==> src/rtl/keypad_pkg.sv <==
// keypad_pkg
// Shared definitions for the 4x4 keypad scanner: FSM state encoding, matrix
// geometry, the column drive pattern used after reset, and a helper that
// picks the winning row when several keys in one column are held.
// No ports (package).

package keypad_pkg;

  localparam int NUM_ROWS = 4;
  localparam int NUM_COLS = 4;

  // Column 0 driven low, all others released.
  localparam logic [NUM_COLS-1:0] COL_RESET = 4'b1110;

  typedef enum logic [1:0] {
    SCAN     = 2'd0,
    DEBOUNCE = 2'd1,
    PRESSED  = 2'd2,
    RELEASE  = 2'd3
  } state_t;

  // Index of the lowest-numbered active-low row; row 0 wins a tie.
  // The loop runs downward so the last assignment is the smallest index.
  function automatic logic [1:0] lowest_low_row(input logic [NUM_ROWS-1:0] rows);
    lowest_low_row = 2'd0;
    for (int r = NUM_ROWS - 1; r >= 0; r--) begin
      if (!rows[r]) lowest_low_row = 2'(r);
    end
  endfunction

endpackage

==> src/rtl/keypad_sync.sv <==
// keypad_sync
// Two-flop synchronizer for the four asynchronous matrix return lines.
// Resets to all-high so that no key appears pressed out of reset.
// Ports:
//   clk    in   1  system clock
//   rst_n  in   1  asynchronous active-low reset
//   d      in   4  raw row lines (asynchronous)
//   q      out  4  synchronized row lines

module keypad_sync (
  input  logic       clk,
  input  logic       rst_n,
  input  logic [3:0] d,
  output logic [3:0] q
);

  logic [3:0] stage1;

  // First flop may go metastable; the second gives it a full cycle to settle.
  always_ff @(posedge clk or negedge rst_n) begin
    if (!rst_n) begin
      stage1 <= 4'b1111;
      q      <= 4'b1111;
    end else begin
      stage1 <= d;
      q      <= stage1;
    end
  end

endmodule

==> src/rtl/keypad_scanner.sv <==
// keypad_scanner
// Scans a 4x4 active-low key matrix one column at a time, debounces a press
// and its release, and reports one hex code (row*4 + col) per accepted key.
// Optional feature macro: KEYPAD_ACCUM_EN adds an 8-digit shift register of
// the accepted codes (entry_value) with a synchronous clear (entry_clr).
// Ports:
//   clk          in   1   system clock
//   rst_n        in   1   asynchronous active-low reset
//   row_n        in   4   matrix return lines, active-low, asynchronous
//   col_n        out  4   column drive, one-hot active-low
//   key_code     out  4   last accepted key code
//   key_valid    out  1   one-cycle pulse when key_code updates
//   key_down     out  1   high while the accepted key is held
//   entry_clr    in   1   synchronous clear of entry_value (KEYPAD_ACCUM_EN)
//   entry_value  out  32  accumulated codes, newest in [3:0] (KEYPAD_ACCUM_EN)

module keypad_scanner
  import keypad_pkg::*;
#(
  parameter int SCAN_DIV        = 150_000,
  parameter int DEBOUNCE_CYCLES = 500_000
) (
  input  logic        clk,
  input  logic        rst_n,
  input  logic [3:0]  row_n,
  output logic [3:0]  col_n,
  output logic [3:0]  key_code,
  output logic        key_valid,
  output logic        key_down
`ifdef KEYPAD_ACCUM_EN
  ,
  input  logic        entry_clr,
  output logic [31:0] entry_value
`endif
);

  localparam int CNT_MAX = (SCAN_DIV > DEBOUNCE_CYCLES) ? SCAN_DIV : DEBOUNCE_CYCLES;
  localparam int CW      = $clog2(CNT_MAX + 1);

  localparam logic [CW-1:0] SCAN_LAST = CW'(SCAN_DIV - 1);
  localparam logic [CW-1:0] DEB_LAST  = CW'(DEBOUNCE_CYCLES - 1);

  state_t        state;
  logic [CW-1:0] cnt;
  logic [1:0]    col_idx;
  logic [3:0]    row_latch;
  logic [3:0]    rows_sync;
  logic          all_high;
  logic          accept;
  logic [3:0]    new_code;

  keypad_sync u_sync (
    .clk   (clk),
    .rst_n (rst_n),
    .d     (row_n),
    .q     (rows_sync)
  );

  assign all_high = &rows_sync;

  // The last of DEBOUNCE_CYCLES consecutive matching cycles accepts the key.
  assign accept   = (state == DEBOUNCE) && (rows_sync == row_latch) && (cnt == DEB_LAST);
  assign new_code = {lowest_low_row(row_latch), col_idx};

  // One counter serves both the column dwell and the debounce intervals,
  // since only one of them is ever running. It is cleared on every state
  // change and never counts past its terminal value.
  always_ff @(posedge clk or negedge rst_n) begin
    if (!rst_n) begin
      state     <= SCAN;
      cnt       <= '0;
      col_idx   <= 2'd0;
      col_n     <= COL_RESET;
      row_latch <= 4'b1111;
      key_code  <= 4'd0;
      key_valid <= 1'b0;
      key_down  <= 1'b0;
    end else begin
      key_valid <= 1'b0;
      case (state)
        SCAN: begin
          // Rows are only looked at on the last dwell cycle so the
          // synchronizer has caught up with the newly driven column.
          if (cnt == SCAN_LAST) begin
            cnt <= '0;
            if (!all_high) begin
              row_latch <= rows_sync;
              state     <= DEBOUNCE;
            end else begin
              col_idx <= col_idx + 2'd1;
              col_n   <= {col_n[2:0], col_n[3]};
            end
          end else begin
            cnt <= cnt + 1'b1;
          end
        end

        DEBOUNCE: begin
          if (rows_sync != row_latch) begin
            state   <= SCAN;
            cnt     <= '0;
            col_idx <= col_idx + 2'd1;
            col_n   <= {col_n[2:0], col_n[3]};
          end else if (accept) begin
            key_code  <= new_code;
            key_valid <= 1'b1;
            key_down  <= 1'b1;
            state     <= PRESSED;
            cnt       <= '0;
          end else begin
            cnt <= cnt + 1'b1;
          end
        end

        PRESSED: begin
          if (all_high) begin
            state <= RELEASE;
            cnt   <= '0;
          end
        end

        RELEASE: begin
          // A re-contact restarts the release debounce without re-reporting.
          if (!all_high) begin
            state <= PRESSED;
            cnt   <= '0;
          end else if (cnt == DEB_LAST) begin
            key_down <= 1'b0;
            state    <= SCAN;
            cnt      <= '0;
            col_idx  <= col_idx + 2'd1;
            col_n    <= {col_n[2:0], col_n[3]};
          end else begin
            cnt <= cnt + 1'b1;
          end
        end

        default: begin
          state <= SCAN;
          cnt   <= '0;
        end
      endcase
    end
  end

`ifdef KEYPAD_ACCUM_EN
  // Shift each accepted code in at the bottom; a clear in the same cycle wins.
  always_ff @(posedge clk or negedge rst_n) begin
    if (!rst_n) begin
      entry_value <= 32'd0;
    end else if (entry_clr) begin
      entry_value <= 32'd0;
    end else if (accept) begin
      entry_value <= {entry_value[27:0], new_code};
    end
  end
`endif

endmodule

==> config.mk <==
export PLATFORM = sky130hd
export DESIGN_NAME = keypad_scanner
export DESIGN_NICKNAME = d
export VERILOG_FILES = /design/src/rtl/keypad_pkg.sv /design/src/rtl/keypad_sync.sv /design/src/rtl/keypad_scanner.sv
export SDC_FILE = /design/constraint.sdc
export NUM_CORES = 1
export LEC_CHECK = 0
export BUFFER_PORTS_ARGS = -buffer_cell sky130_fd_sc_hd__clkbuf_2
export CAP_MARGIN = 10
export CORE_AREA = 3 3 65 67
export CTS_BUF_LIST = sky130_fd_sc_hd__clkbuf_4
export CTS_CLUSTER_SIZE = 8
export DETAILED_ROUTE_END_ITERATION = 10
export DIE_AREA = 0 0 68 70
export HOLD_SLACK_MARGIN = 0.05
export PLACE_DENSITY_LB_ADDON = 0.25
export SLEW_MARGIN = 10
export SYNTH_ARGS = -nofsm -noshare
export SYNTH_HDL_FRONTEND = slang
export SYNTH_SLANG_ARGS = --single-unit
==> constraint.sdc <==
create_clock -name clk -period 2.65 [get_ports clk]
set_input_delay 0.53 -clock clk [delete_from_list [all_inputs] [get_ports clk]]
set_output_delay 0.53 -clock clk [all_outputs]
set_load 0.05 [all_outputs]
# [After elaboration in Yosys (flattened, before gate mapping)]
# Cells that the tools add are included.
[totals] latchBits=0 ramBits=0 input_bits=6 regBits=45 memories=0 mem_bits_ro=0
[classes] n_lt_le_gt_ge=0 n_eq_ne=18 bitwise_logic=2 shifts=0 muxes=39 div_mod_pow=0 add_sub_neg=2 reduce_logical=11 multipliers=0
[op_table] op="19-bit 2-to-1 mux" count=6
[op_table] op="19-bit case mux with 4 select lines" count=1
[op_table] op="2-bit 2-to-1 mux" count=16
[op_table] op="4-bit 2-to-1 mux" count=5
[op_table] op="19-bit by 1-bit adder with 19-bit output, second input constant" count=1
[op_table] op="19-bit by 18-bit == test with 1-bit output, second input constant" count=1
[op_table] op="19-bit == test, second input constant" count=1
[op_table] op="2-bit inequality test, second input constant" count=8
[op_table] op="4-bit case mux with 3 select lines" count=1
[op_table] op="5-bit AND reduction" count=2
[op_table] op="2-bit case mux with 4 select lines" count=1
[op_table] op="1-bit 2-to-1 mux" count=7
[op_table] op="2-bit case mux with 3 select lines" count=1
[op_table] op="3-bit AND reduction" count=2
[op_table] op="6-bit AND reduction" count=1
[op_table] op="2-bit == test, second input constant" count=2
[op_table] op="4-bit == test" count=1
[op_table] op="4-bit inequality test" count=1
[op_table] op="4-bit AND reduction" count=1
[op_table] op="3-bit by 2-bit inequality test with 1-bit output, second input constant" count=1
[op_table] op="3-bit inequality test, second input constant" count=1
[op_table] op="3-bit nonzero test" count=1
[op_table] op="2-bit by 1-bit adder with 2-bit output, second input constant" count=1
[op_table] op="2-bit by 1-bit == test with 1-bit output, second input constant" count=1
[op_table] op="6 further kinds" count=8

# [Logic depth before layout (Yosys ltp)]
# Gate-level depths: netlist (run 1).
[depth] depth_word=6 ltp_mapped=8 depth_no_buf=7

# [Modules after synthesis]
# A second synthesis (run 1) with hierarchy kept.
[unflattened] cells_unflattened=187 area_unflattened_um2=2183.3
[by_module_without_submodules] module="keypad_scanner" n_inst=1 cells_per_inst=179 area_per_inst_um2=1973.1
[by_module_without_submodules] module="keypad_sync" n_inst=1 cells_per_inst=8 area_per_inst_um2=210.2

# [Worst setup path after synthesis (run 1)]
# No wires, ideal clock.
[synth_path] path_kind="register to register" start="register cnt[0]" end="register col_n[0]" slack_ns=0.495 required_time_ns=2.525 arrival_time_ns=2.030 stages_incl_launch_ff=7 synth_period_minus_slack_ns=2.155 path_buffers=0 cell_sequence="dfrtp_1 ha_1 or4b_1 nor3b_2 a31oi_1 o31a_4 mux2_4"
[synth_between] elab_chain_cells=3 elab_cells_between_ends=5 cone_classes="eq/ne: 4; reduce/logical: 1"
[synth_lines] item="start, declared" line_no="keypad_scanner.sv:44" source="logic [CW-1:0] cnt;"
[synth_lines] item="start signal, assigned" line_no="keypad_scanner.sv:94" source="cnt <= cnt + 1'b1;"
[synth_lines] item="start signal, assigned" line_no="keypad_scanner.sv:111" source="cnt <= cnt + 1'b1;"
[synth_lines] item="start signal, assigned" line_no="keypad_scanner.sv:134" source="cnt <= cnt + 1'b1;"
[synth_lines] item="19-bit == test or 19-bit by 18-bit == test with 1-bit output (tied branches)" line_no="keypad_scanner.sv:127, keypad_scanner.sv:84"
[synth_lines] item="2-bit inequality test (no line)"
[synth_lines] item="6-bit AND reduction (no line) *"
[synth_lines] item="end signal, assigned" line_no="keypad_scanner.sv:91" source="col_n <= {col_n[2:0], col_n[3]};"
[synth_lines] item="end signal, assigned" line_no="keypad_scanner.sv:103" source="col_n <= {col_n[2:0], col_n[3]};"
[synth_lines] item="end signal, assigned" line_no="keypad_scanner.sv:132" source="col_n <= {col_n[2:0], col_n[3]};"
[synth_lines] item="end, declared" line_no="keypad_scanner.sv:26" source="output logic [3:0] col_n,"
# Mark *: on every way between the ends. The rest lies on a longest branch, timed or not.
# A chain may end at the register's enable or synchronous reset.

# [Worst setup path after layout (run 1)]
[layout_path] start="register cnt[0]" end="register cnt[2]"
[layout_between] elab_chain_cells=5 elab_cells_between_ends=10 cone_classes="add/sub: 1; eq/ne: 2; mux: 6; reduce/logical: 1"
[layout_lines] item="branches (longest 4 deep; another with 19-bit by 1-bit adder with 19-bit output)"
[layout_lines] item="19-bit case mux with 4 select lines *" line_no="keypad_scanner.sv:80" source="case (state)"
# Mark *: on every way between the ends.

==> impl_metrics.env, run 1 <==
export IMPL_status="completed"
export IMPL_path_max_fanout=16
export IMPL_reg2reg_depth=7
export IMPL_rsz0062_at_grt="false"
export IMPL_vias_per_cell=5.80
export IMPL_p_sw_w=0.000236
export IMPL_r2r_slack_ns=0.32
export IMPL_cts_tree="done"
export IMPL_syn_num_nets=200
export IMPL_fp_dieH_um=70
export IMPL_area_growth_pct=8.29
export IMPL_fin_ws_ns=0.317
export IMPL_hold_viol_final=0
export IMPL_power_density_nw_per_um2=443
export IMPL_cp_required_ns=2.88
export IMPL_cts_buffer_depth=2
export IMPL_grt_pass1_vias=1549
export IMPL_syn_cell_area_um2=2200
export IMPL_die_w_um=68
export IMPL_wl_um=3880
export IMPL_timing_final_crit_period_ns=2.33
export IMPL_ctsHoldBuffers=0
export IMPL_grt_max_degree=42
export IMPL_firstDrtPassIters=4
export IMPL_num_antenna_cells=0
export IMPL_antenna_found_initial=0
export IMPL_pre_cts_ws_ns=0.332
export IMPL_post_cts_resized=0
export IMPL_swShare=0.223
export IMPL_cp_arrival_ns=2.57
export IMPL_cts_repair_timing_setup_buffer_count=0
export IMPL_yosysTopAreaCellShare=0.341
export IMPL_synth_flop_cell="dfrtp_1"
export IMPL_critPathKind="flop to flop"
export IMPL_remaining_drc_errors=0
export IMPL_drt_iter0_drc=99
export IMPL_regArea_um2=1140
export IMPL_gp_congestion=0.890
export IMPL_hold_class="primary input to flop"
export IMPL_setup_viol=0
export IMPL_ys_types=46
export IMPL_synth_seq_cells=45
export IMPL_path_clk_slew_ns=0.13
export IMPL_drive_gt1_frac=0.332
export IMPL_synth_warnings=0
export IMPL_ys_async_sr_fraction=1.00
export IMPL_end_kind="flop"
export IMPL_place_port_buffers=15
export IMPL_tightest_slew_ns=0.968
export IMPL_synthTopCellsByArea="dfrtp_1, dfstp_2, xor2_1"
export IMPL_synth_largest_area_cell="dfrtp_1"
export IMPL_numCtsBuffers=5
export IMPL_worstHoldPathCells=1
export IMPL_post_drt_wl_per_cell_um=14.8
export IMPL_insertion_delay_ns=0.35
export IMPL_h_tree_depth=2
export IMPL_synth_edf_count=0
export IMPL_cts_sinks=45
export IMPL_coreArea_um2=3690
export IMPL_rows=22
export IMPL_p_int_w=0.000822
export IMPL_ys_seq_area_frac=0.519
export IMPL_pwr_share_comb=0.023
export IMPL_finalNetCount=220
export IMPL_start_util=0.598
export IMPL_slew_headroom=0.354
export IMPL_cts_root_buf="clkbuf_4"
export IMPL_max_freq_mhz=429
export IMPL_hp_start="row_n[1]"
export IMPL_grt_overflow=0
export IMPL_p_leak_nw=1.02
export IMPL_grt_use_total=0.192
export IMPL_startpoint_type="flop"
export IMPL_vias=1520
export IMPL_r2r_start="cnt[0]$_DFFE_PN0N_"
export IMPL_ir_drop_mv=0.384
export IMPL_slew_violations=0
export IMPL_syn_inst=193
export IMPL_fillerInstances=297
export IMPL_power_share_clock=0.312
export IMPL_dp_hpwl_um=2900
export IMPL_postRouteAntennaNets=0
export IMPL_drv_cap=0
export IMPL_r2r_end="cnt[2]$_DFFE_PN0N_"
export IMPL_finalCritPeriodShare=0.880
export IMPL_syn_avg_cell_area_um2=11.4
export IMPL_die_area_um2=4760
export IMPL_fin_worst_skew_ns=0.00997
export IMPL_tns_ns=0
export IMPL_grt_pass1_wl_um=6990
export IMPL_multi_input_area_um2=1010
export IMPL_io_pins=16
export IMPL_min_to="u_sync.stage1[1]$_DFF_PN1_"
export IMPL_seq_power_share=0.665
[Yosys cell counts, types with 5 or more instances]
library cell and n:
dfrtp_1 30, dfstp_2 15, mux2_2 6, nand2_1 16, nand3_1 18, nand4_1 5, nor2_1 10, nor2_2 10
o21ai_0 7, xnor2_1 9, xor2_1 12
[layer usage]
metal	vias up	wire length (µm)	global-route usage	share of wire
li1	718	-	-	-
met1	748	1660	0.250	0.43
met2	50	1950	0.304	0.50
met3	4	231	0.0627	0.060
met4	0	32	0.0486	0.0083
met5	-	0	0	0
[cells by family after synthesis]
group                      after synthesis  share of synthesized area
and+or+nand+nor                         87                      0.238
adders and majority gates                1                    0.00567
xor gates and xnor gates                21                     0.0834
DFF                                     45                      0.519
muxes                                   11                     0.0624
buffers and inverters                    9                     0.0233
AOI/OAI and AO/OA                       19                     0.0675
[layout make-up]
cell class	count	area share
Sequential cell	45	0.480
Multi-Input combinational cell	139	0.422
Timing Repair Buffer	18	0.0409
Tap cell	48	0.0252
Clock buffer	6	0.0189
Clock inverter	2	0.00681
Inverter	4	0.00629
[cell usage in the layout (no fill, tap or decap), types with 2 or more instances in the layout]
| cell | synthesis | layout |
|---|---|---|
| clkbuf_4 | 0 | 6 |
| and3_1 | 4 | 4 |
| nor2_1 | 10 | 10 |
| mux2_4 | 4 | 4 |
| nor4_1 | 2 | 2 |
| dfrtp_1 | 30 | 30 |
| nand4b_1 | 2 | 2 |
| a21oi_1 | 2 | 2 |
| clkbuf_2 | 0 | 15 |
| buf_4 | 0 | 3 |
| nand2_1 | 16 | 16 |
| o21ai_0 | 7 | 7 |
| and2_1 | 3 | 3 |
| nand4_1 | 5 | 5 |
| xor2_1 | 12 | 12 |
| xnor2_1 | 9 | 9 |
| inv_1 | 4 | 4 |
| o31ai_1 | 2 | 2 |
| dfstp_2 | 15 | 15 |
| mux2_2 | 6 | 6 |
| nor2_2 | 10 | 10 |
| nand3_1 | 18 | 18 |
| nor3_1 | 4 | 4 |
[stage by stage]
step	cell area [µm²]	hold WS, ns	cells	total power (W)	utilization
CTS	2390	0.212	262	0.00107	0.647
global placement	2330	0.348	254	0.000739	0.631
detailed placement	2330	0.350	254	0.000741	0.631
global route	2390	0.191	262	0.00111	0.647
floorplan	2200	0.234	193	0.000720	-
finish	2390	0.237	262	0.00106	0.647
[state kept, by name, indices dropped and copies added, names as in the netlist]
register,count
row_latch,4
cnt,19
u_sync.q,4
col_n,4
key_down,1
key_valid,1
u_sync.stage1,4
state,2
key_code,4
col_idx,2
[worst max-delay path, stage by stage (launching register included)]
cell     delay [ns]
dfrtp_1        0.41
ha_1           0.23
or4b_1         0.46
nor3b_2        0.30
nand3_1        0.23
a31oi_4        0.20
buf_4          0.26
o21ai_0        0.12
[worst max-delay path by stage]
stage / from / end / slack, ns / depth (start not counted)
after CTS: cnt[0]$_DFFE_PN0N_ / cnt[2]$_DFFE_PN0N_ / 0.31 / 7
after global routing: cnt[0]$_DFFE_PN0N_ / cnt[2]$_DFFE_PN0N_ / 0.15 / 7
after global placement: cnt[0]$_DFFE_PN0N_ / col_n[0]$_DFFE_PN0P_ / 0.42 / 6
after floorplan: cnt[0]$_DFFE_PN0N_ / col_n[0]$_DFFE_PN0P_ / 0.49 / 6
final: cnt[0]$_DFFE_PN0N_ / cnt[2]$_DFFE_PN0N_ / 0.32 / 7
after detailed placement: cnt[0]$_DFFE_PN0N_ / cnt[2]$_DFFE_PN0N_ / 0.33 / 7
[power groups by stage]
stage	combinational, W	clock (W)	sequential, W
after floorplan	0.00000579	0	0.000714
after global placement	0.0000246	0	0.000715
after detailed placement	0.0000256	0	0.000715
after CTS	0.0000257	0.000344	0.000703
after global routing	0.0000288	0.000379	0.000705
final	0.0000245	0.000330	0.000703
(Power assumes the default switching activity.)
==> run 2: changes to the inputs <==
clock period = 2.8 ns   (was 2.65 ns; I/O delays follow)
==> run 2 against run 1 <==
  * Routed wire length about the same
  * Sequential share of layout area down 0.32 points
  * Register-to-register slack better by 0.03 ns
  * Critical path depth unchanged
  * Flip-flop and latch count unchanged
  * Critical endpoint is now cnt[17]$_DFFE_PN0N_
  * Via count down 4.0%
  * Non-clock buffer count down 1
  * First-iteration DRC count down 19%
  * Clock skew up 0.0066 ns
  * Combinational power down 11%
  * Global-route usage up 0.28 points
  * Clock power up 24%
==> impl_metrics.env, run 2 (synthesis gave the netlist of run 1 again) <==
export IMPL_tightest_slew_ns=0.989
export IMPL_place_port_buffers=15
export IMPL_grt_max_degree=44
export IMPL_grt_use_total=0.194
export IMPL_slowest_delay_ns=0.46
export IMPL_hold_class="primary input to flop"
export IMPL_dp_hpwl_um=2910
export IMPL_setup_viol=0
export IMPL_firstDrtPassIters=5
export IMPL_path_max_fanout=10
export IMPL_reg2reg_depth=7
export IMPL_hold_viol_final=0
export IMPL_ctsHoldBuffers=0
export IMPL_drv_cap=0
export IMPL_slew_headroom=0.341
export IMPL_area_growth_pct=9.02
export IMPL_path_clk_slew_ns=0.14
export IMPL_critPathKind="flop to flop"
export IMPL_drt_iter0_drc=80
export IMPL_h_tree_depth=2
export IMPL_rsz0062_at_grt="false"
export IMPL_status="completed"
export IMPL_hp_start="row_n[0]"
export IMPL_insertion_delay_ns=0.37
export IMPL_cts_tree="done"
export IMPL_fp_dieH_um=70
export IMPL_post_route_util=0.652
export IMPL_cp_required_ns=3.07
export IMPL_regMostFlops="cnt"
export IMPL_rows=22
export IMPL_io_pins=16
export IMPL_pre_cts_ws_ns=0.381
export IMPL_layout_common_cells="dfrtp_1, nand3_1, nand2_1, dfstp_2, clkbuf_2"
export IMPL_worstHoldPathCells=1
export IMPL_gp_congestion=0.890
export IMPL_wl_um=3880
export IMPL_cts_repair_timing_setup_buffer_count=0
export IMPL_fin_worst_skew_ns=0.0166
export IMPL_fin_ws_ns=0.349
export IMPL_slew_violations=0
export IMPL_start_util=0.598
export IMPL_r2r_end="cnt[17]$_DFFE_PN0N_"
export IMPL_numCtsBuffers=5
export IMPL_antenna_found_initial=0
export IMPL_vias=1459
export IMPL_postRouteAntennaNets=0
export IMPL_die_area_um2=4760
export IMPL_grt_pass1_wl_um=7090
export IMPL_r2r_slack_ns=0.35
export IMPL_largest_register_ffs=19
export IMPL_power_density_nw_per_um2=456
export IMPL_finalCritPeriodShare=0.875
export IMPL_post_cts_resized=0
export IMPL_coreArea_um2=3690
export IMPL_timing_final_crit_period_ns=2.45
export IMPL_r2r_start="cnt[0]$_DFFE_PN0N_"
export IMPL_end_kind="flop"
export IMPL_die_w_um=68
export IMPL_tns_ns=0
export IMPL_grt_pass1_vias=1515
export IMPL_post_drt_wl_per_cell_um=14.9
export IMPL_hold_ws_ns=0.253
export IMPL_cts_buffer_depth=2
export IMPL_min_to="u_sync.stage1[0]$_DFF_PN1_"
export IMPL_cp_arrival_ns=2.72
export IMPL_num_antenna_cells=0
export IMPL_cts_sinks=45
export IMPL_cp_slowest_cell="or4b_1"
export IMPL_startpoint_type="flop"
export IMPL_max_freq_mhz=408
export IMPL_p_leak_nw=1.03
export IMPL_cts_root_buf="clkbuf_4"
export IMPL_ir_drop_mv=0.364
export IMPL_vias_per_cell=5.59
export IMPL_finalNetCount=219
export IMPL_drive_gt1_frac=0.329
export IMPL_crit_chain="ha_1 > or4b_1 > nor3b_2 > nand3_1 > a31oi_4 > buf_4 > nor2b_1"
export IMPL_remaining_drc_errors=0
export IMPL_mostFrequentLayoutCell="dfrtp_1"
export IMPL_grt_overflow=0
==> run 2: cell count changes in the layout (fill, tap and decap cells not counted) <==
cell	change
buf_4	-1
clkinvlp_4	-1
bufinv_16	+1
clkbuf_4	-1
clkinv_4	-1
inv_6	+2
==> run 2: how the worst max path moves through the flow <==
| stage | startpoint | end | slack, ns | depth (start not counted) |
|---|---|---|---|---|
| after CTS | cnt[0]$_DFFE_PN0N_ | cnt[17]$_DFFE_PN0N_ | 0.38 | 7 |
| after global routing | cnt[0]$_DFFE_PN0N_ | cnt[17]$_DFFE_PN0N_ | 0.25 | 7 |
| after floorplan | cnt[0]$_DFFE_PN0N_ | col_n[0]$_DFFE_PN0P_ | 0.64 | 6 |
| final | cnt[0]$_DFFE_PN0N_ | cnt[17]$_DFFE_PN0N_ | 0.35 | 7 |
| after global placement | cnt[0]$_DFFE_PN0N_ | cnt[17]$_DFFE_PN0N_ | 0.48 | 7 |
| after detailed placement | cnt[0]$_DFFE_PN0N_ | cnt[17]$_DFFE_PN0N_ | 0.38 | 7 |
==> run 2: cell type report <==
cell class / instances / area, µm²
Sequential cell: 45 / 1140
Fill cell: 303 / 1280
Multi-Input combinational cell: 139 / 1010
Tap cell: 48 / 60.1
Clock inverter: 3 / 47.5
Timing Repair Buffer: 17 / 90.1
Inverter: 4 / 15.0
Clock buffer: 5 / 37.5
==> run 2: critical path: cells and delay by family, from the launching register on <==
family	cells	cell delay, ns
AND/OR/NAND/NOR	4	1.05
AO/OA/AOI/OAI	1	0.40
flip-flops	1	0.42
adder cells (fa/ha/maj)	1	0.24
buffers and inverters	1	0.25
==> run 2: power by group <==
group          internal [W]  switching [W]  leakage [nW]
clock network      0.000194       0.000214        0.0462
logic            0.00000606      0.0000159         0.424
registers          0.000661     0.00000418         0.561
==> run 2: metrics by stage <==
stage	total power [W]	std cells	area, µm²
floorplan	0.000681	193	2200
global placement	0.000698	253	2320
detailed placement	0.000700	253	2320
CTS	0.00111	261	2400
global route	0.00115	261	2400
finish	0.00110	261	2400
==> run 2: metal layers <==
layer	GRT usage	wire, µm	vias up
met4	0.0530	51	0
li1	-	-	721
met2	0.297	1950	18
met5	0	0	-
met3	0.0531	117	6
met1	0.271	1760	714
